`src/rtl/switch_pkg.sv`:
```
// Shared types and constants for the switch input path and the decoder/LED chain.
package switch_pkg;

  typedef logic [3:0] nibble_t;

  typedef enum logic {
    ST_STABLE,
    ST_CHANGING
  } deb_state_t;

  localparam int DEBOUNCE_CYCLES_DEFAULT = 270000;

endpackage

```
`src/rtl/sync_2ff.sv`:
```
// Two-flop synchronizer for asynchronous pad inputs.
// Reset value is all-ones so that active-low pads read as "released".
module sync_2ff #(
  parameter int WIDTH = 4
) (
  input  logic             clk,
  input  logic             rst_n,
  input  logic [WIDTH-1:0] d,
  output logic [WIDTH-1:0] q
);

  logic [WIDTH-1:0] s1;

  // First stage captures the raw pads, second stage filters metastability.
  always_ff @(posedge clk) begin
    if (!rst_n) begin
      s1 <= '1;
      q  <= '1;
    end else begin
      s1 <= d;
      q  <= s1;
    end
  end

endmodule

```
`src/rtl/module_switch_reader.sv`:
```
// Four active-low switch/button pads -> synchronized, debounced, positive-logic nibble
// with a one-cycle valid strobe on each accepted change.
// Build option: define DEBOUNCE_EN to enable the debounce FSM; without it the
// synchronized value is passed straight through (DEBOUNCE_CYCLES is then unused).
//
//   state       | meaning
//   ST_STABLE   | synchronized input matches binario, waiting for a change
//   ST_CHANGING | input differs from binario, counting how long cand holds
module module_switch_reader
  import switch_pkg::*;
#(
  parameter int DEBOUNCE_CYCLES = DEBOUNCE_CYCLES_DEFAULT
) (
  input  logic       clk,
  input  logic       rst_n,
  input  logic [3:0] sw,
  output nibble_t    binario,
  output logic       valid
);

  logic [3:0] s2;
  nibble_t    inv;

  sync_2ff #(
    .WIDTH(4)
  ) u_sync (
    .clk  (clk),
    .rst_n(rst_n),
    .d    (sw),
    .q    (s2)
  );

  // Pads are active-low; invert once here so everything downstream is positive logic.
  assign inv = ~s2;

`ifdef DEBOUNCE_EN
  localparam int CNT_W = (DEBOUNCE_CYCLES > 1) ? $clog2(DEBOUNCE_CYCLES) : 1;
  localparam logic [CNT_W-1:0] CNT_LAST = CNT_W'(DEBOUNCE_CYCLES - 1);

  deb_state_t       state, state_nxt;
  logic [CNT_W-1:0] cnt, cnt_nxt;
  nibble_t          cand, cand_nxt;
  nibble_t          binario_nxt;
  logic             valid_nxt;

  // State, counter, candidate and registered outputs.
  always_ff @(posedge clk) begin
    if (!rst_n) begin
      state   <= ST_STABLE;
      cnt     <= '0;
      cand    <= '0;
      binario <= '0;
      valid   <= 1'b0;
    end else begin
      state   <= state_nxt;
      cnt     <= cnt_nxt;
      cand    <= cand_nxt;
      binario <= binario_nxt;
      valid   <= valid_nxt;
    end
  end

  // Next-state: the whole nibble is debounced as one unit; any change of the
  // candidate restarts the count, a return to the committed value aborts.
  always_comb begin
    state_nxt   = state;
    cnt_nxt     = cnt;
    cand_nxt    = cand;
    binario_nxt = binario;
    valid_nxt   = 1'b0;
    case (state)
      ST_STABLE: begin
        if (inv != binario) begin
          state_nxt = ST_CHANGING;
          cand_nxt  = inv;
          cnt_nxt   = '0;
        end
      end
      ST_CHANGING: begin
        if (inv == binario) begin
          state_nxt = ST_STABLE;
          cnt_nxt   = '0;
        end else if (inv != cand) begin
          cand_nxt = inv;
          cnt_nxt  = '0;
        end else if (cnt == CNT_LAST) begin
          binario_nxt = cand;
          valid_nxt   = 1'b1;
          state_nxt   = ST_STABLE;
        end else begin
          cnt_nxt = cnt + 1'b1;
        end
      end
      default: state_nxt = ST_STABLE;
    endcase
  end
`else
  localparam int unused_debounce_cycles = DEBOUNCE_CYCLES;

  // Pass-through: register the synchronized value and flag any difference.
  always_ff @(posedge clk) begin
    if (!rst_n) begin
      binario <= '0;
      valid   <= 1'b0;
    end else begin
      binario <= inv;
      valid   <= (inv != binario);
    end
  end
`endif

endmodule

```
`config.mk`:
```
export PLATFORM = sky130hd
export DESIGN_NAME = module_switch_reader
export DESIGN_NICKNAME = d
export VERILOG_FILES = /design/src/rtl/switch_pkg.sv /design/src/rtl/sync_2ff.sv /design/src/rtl/module_switch_reader.sv
export SDC_FILE = /design/constraint.sdc
export NUM_CORES = 1
export LEC_CHECK = 0
export CAP_MARGIN = 20
export CORE_AREA = 8 8 45 47
export CTS_BUF_LIST = sky130_fd_sc_hd__clkbuf_16
export DETAILED_ROUTE_END_ITERATION = 10
export DIE_AREA = 0 0 53 55
export MAX_ROUTING_LAYER = met4
export SLEW_MARGIN = 30
export SYNTH_ARGS = -nofsm -noshare
export SYNTH_HDL_FRONTEND = slang
export SYNTH_SLANG_ARGS = --single-unit
```
`constraint.sdc`:
```
create_clock -name clk -period 1.09 [get_ports clk]
set_input_delay 0.218 -clock clk [delete_from_list [all_inputs] [get_ports clk]]
set_output_delay 0.218 -clock clk [all_outputs]
set_load 0.01 [all_outputs]
```
[Word-level counts from Yosys, hierarchy flattened]
Index checks and enable logic that the tools add are counted.
Word-level totals
  input port bits: 6
  register bits: 13
Cells by class
  equal/unequal tests: 1
  bitwise logic cells: 1
Operators with widths (number)
  $ne A4 B4 Y1: 1
  $not A4 Y4: 1

[Longest topological paths before layout]
  depth after elaboration: 2
  depth in mapped cells: 2

[Hierarchy]
From an unflattened synthesis, not the netlist that was laid out.
Unflattened totals
  cell total of the unflattened synthesis: 30
  area total of the unflattened synthesis: 384.1 sq um
Modules (own cells, without submodules)
  sync_2ff: cells each 16, area each 210.2 sq um, instances 1, seq. area each 160.2 sq um
  module_switch_reader: cells each 14, area each 173.9 sq um, instances 1, seq. area each 100.1 sq um

[Worst setup path after synthesis]
Ideal clock, no wire load.
  path type: flip-flop to flip-flop
  start point: register binario[3]
  end point: register valid
  arrival time: 0.843 ns
  stages on the path, launching flop included: 3
  period minus slack after synthesis: 0.968 ns
  path buffers: 0
  path slack: 0.122 ns
  path through: dfxtp_1 xnor2_1 o41a_1
Between the ends
  word-level cells in the longest chain between the ends: 1
RTL lines
  start, declared: RTL line module_switch_reader.sv:17  | output nibble_t binario,
  start signal, assigned: RTL line module_switch_reader.sv:106  | binario <= inv;
  $ne A4 B4 Y1: RTL line module_switch_reader.sv:107  | valid <= (inv != binario);
  end signal, assigned: RTL line module_switch_reader.sv:107
  end, declared: RTL line module_switch_reader.sv:18  | output logic valid
Every way passes these cells.
A chain may end at the register's enable or synchronous reset.

[Worst setup path after layout]
  start point: register binario[0]
  end point: output binario[0]
No word-level cell between the ends.

==> reports/metrics.sh <==
YOSYSUNIQUECELLTYPES=8
TOTAL_HALF_PERIMETER_WIRELENGTH_AFTER_LEGALIZATION_AND_DETAILED_PLACEMENT_UM=431
CRITICALPATHCATEGORY='register to output port'
MIN_FROM='u_sync.s1[2]'
CRITPATHMAXFANOUT=2
WORSTSETUPSTARTPOINT='binario[0]'
CTS.SINK_COUNT=13
WEIGHTED_CONGESTION_REPORTED_AT_THE_END_OF_ROUTABILITY_DRIVEN_PLACEMENT=0.618
P_LEAK_nW=0.265
PORTION_OF_THE_CLOCK_CYCLE_CONSUMED_BY_THE_WORST_PATH_IN_THE_FINAL_LAYOUT_PCT=96.0
PEAKVDDDROP_V=0.000945
TIMING.FINAL.SETUP_VIOLATIONS=0
CRIT_PATH_END_KIND='output port'
GRT_USE_MET1_PCT=5.24
WORST_R2R_STARTPOINT='binario[1]'
FF2FF_SETUP_SLACK_PS=80
MET3_USAGE_PCT=3.21
SYNTH_CELLS=31
YS_FF_LATCH=13
FIN_AREA_UM2=619
PORTBUFFERS=10
GLOBALROUTETOTALUTIL_PCT=5.21
TOP_LEVEL_PORTS=11
GRT_PASS1_VIAS=239
MAXCAPVIOLCOUNT=0
USE_MET2_PCT=6.05
GLOBALROUTE.BUSIESTLAYER='met4'
SYN_NETS=37
FINAL_LAYOUT_SIZE_SUFFIX_GT1_SHARE_PCT=18.4
WORSTHOLDENDPOINT='u_sync.q[2]'
DIE_HEIGHT_UM=55
CTS-HOLD-FIX-BUFFERS=0
DRT_FIRST_ITER_VIOLATIONS=0
HTREE_NUM_LEVELS=1
ROUTED_WIRELENGTH_UM=572
WORST_R2R_ENDPOINT='valid'
WORST_EP_ARRIVAL_TIME_PS=830
TIMING.CRITICAL_PATH.MAX_DELAY_FAMILY='flip-flops'
SYNTH.AVG_CELL_AREA_UM2=12.6
PLACEDINSTANCEAREA_UM2=544
SEQ_AREA_FRAC_SYNTH_PCT=66.7
DRT_DRC_VIOLATIONS_LEFT=0
TIMING.FINAL.HOLD_VIOLATIONS=0
CRITICAL_PATH.CELL_CHAIN='dlygate4sd2_1'
ANTENNADIODECOUNT=0
CLOCK_SKEW_PS=0.413
CELLPOWERDENSITY_nW_PER_UM2=2010
AVGVIACOUNTPERCELL=3.85
SETUP_WS_POST_LAYOUT_PS=43.9
INITIAL_CORE_UTIL_PCT=28.2
DIE-WIDTH_UM=53
TIMING.REG2REG.WORST_PATH_DEPTH=3
ANT_NETS=0
PLACEMENT_ROWS=14
CTS_INSERTED_BUFFERS=3
FIN_HOLD_WS_PS=399
CRITICAL_PATH.N_BUFFERS_INVERTERS=1
AREA_GROWTH_PCT=58.7
YS_WARN_COUNT=0
VIAS=250
UTILIZATION_PCT=44.8
CPMAXSTAGEDELAYCELL='dfxtp_1'
ROOT_BUFFER='clkbuf_16'
WL_PER_CELL_UM=8.80
GRT_START_MAX_NET_PINS=8
GRT_SETUP_UNREPAIRED='no'
GRT_ANTENNA_BEFORE_REPAIR=0
NETLIST_AREA_UM2=390
GRT_OVERFLOW_TOTAL=0
CLK_BUF_DEPTH=2
CTS_TREE='done'
HOLDCRITPATHCLASS='register to register'
DESIGN.FINAL.NETS=56
STATUS='completed'
MIN_PATH_CELLS=1
CRITICAL_PATH.STARTPOINT_TYPE='register'
CORE_AREA_UM2=1380
CP.REQUIRED_PS=870
DELAY_CONTRIBUTED_BY_THE_SLOWEST_STAGE_OF_THE_CRITICAL_PATH_PS=320
FILLERINSTANCES=140
FLOORPLAN.DIE_AREA_UM2=2920
SLEW_HEADROOM_PCT=85.2
CTS.CLK_SLEW.WORST_PATHS_PS=40
MAX_FREQ_MHz=956
POST-PLACE-WS_PS=-93.5
MAXSLEWVIOLCOUNT=0
TIGHTESTPINTRANSITION_PS=221
WORSTSKEWPAIRLATENCY_PS=240
DRT-PASS1-ITER-COUNT=1
FINAL.MIN_CLOCK_PERIOD_PS=1050
GLOBAL_ROUTE_WIRE_LENGTH_BEFORE_REPAIR_UM=945
## final cells by class
class	count	area, µm²	area share [%]
Clock buffer	3	75.1	12.1
Timing Repair Buffer	15	134	21.6
Sequential cell	13	260	42.0
Multi-Input combinational cell	17	126	20.4
Tap cell	16	20.0	3.23
Clock inverter	1	3.75	0.606
## cells in the final DEF, fill, tap and decap left out
cell type / instances
dfxtp_1: 13
nand2b_1: 6
clkdlybuf4s50_1: 5
buf_4: 5
xnor2_1: 4
nor2b_1: 3
clkbuf_16: 3
dlygate4sd2_1: 3
or2b_1: 2
clkdlybuf4s15_1: 2
and2b_2: 1
o41a_1: 1
inv_1: 1
## state kept, by name, indices dropped and copies added (netlist names)
name       count
u_sync.s1      4
valid          1
binario        4
u_sync.q       4
## worst max path at each step
| stage | end | slack [ps] | depth (start not counted) |
|---|---|---|---|
| floorplan | valid | 120 | 2 |
| global placement | u_sync.q[1] | -70 | 2 |
| detailed placement | binario[0] | -90 | 3 |
| CTS | binario[3] | 10 | 1 |
| global route | binario[0] | 4 | 1 |
| finish | binario[0] | 40 | 1 |
## synth_stat cells
library cell	n	area share, %
or2b_1	2	3.8
and2b_2	1	2.2
nor2b_1	3	4.8
xnor2_1	4	9.0
clkbuf_1	1	0.96
o41a_1	1	2.9
nand2b_1	6	9.6
dfxtp_1	13	67
## through the flow
stage / TNS (ps) / total power [mW] / instances
after detailed placement: -817 / 0.594 / 61
after global routing: 0 / 1.31 / 65
after global placement: -471 / 0.593 / 61
final: 0 / 1.24 / 65
after CTS: 0 / 1.27 / 65
after floorplan: 0 / 0.546 / 31
## power by group
part	switching (mW)	total [mW]	internal, mW
registers	0.00733	0.506	0.499
logic	0.0217	0.0722	0.0504
clock network	0.183	0.665	0.482
## layer usage
metal	part of all wire [%]	up-vias
li1	-	131
met1	48	104
met2	36	13
met3	13	2
met4	2.6	0
met5	0	-
## what timing repair did
action                                  4_1_cts  5_1_grt
resized for setup                             5        2
setup buffers                                 0        0
endpoints found under the setup margin        5        2
endpoints found under the hold margin         0        0
## cells by family (layout without fill, tap and decap cells)
group	Yosys count	count (layout)	synth area share, %
xor+xnor	4	4	8.97
compound gates	1	1	2.88
simple gates	12	12	20.5
flops	13	13	66.7
buf+inv	1	19	0.961
No activity file was read; power rests on OpenSTA's default activity.
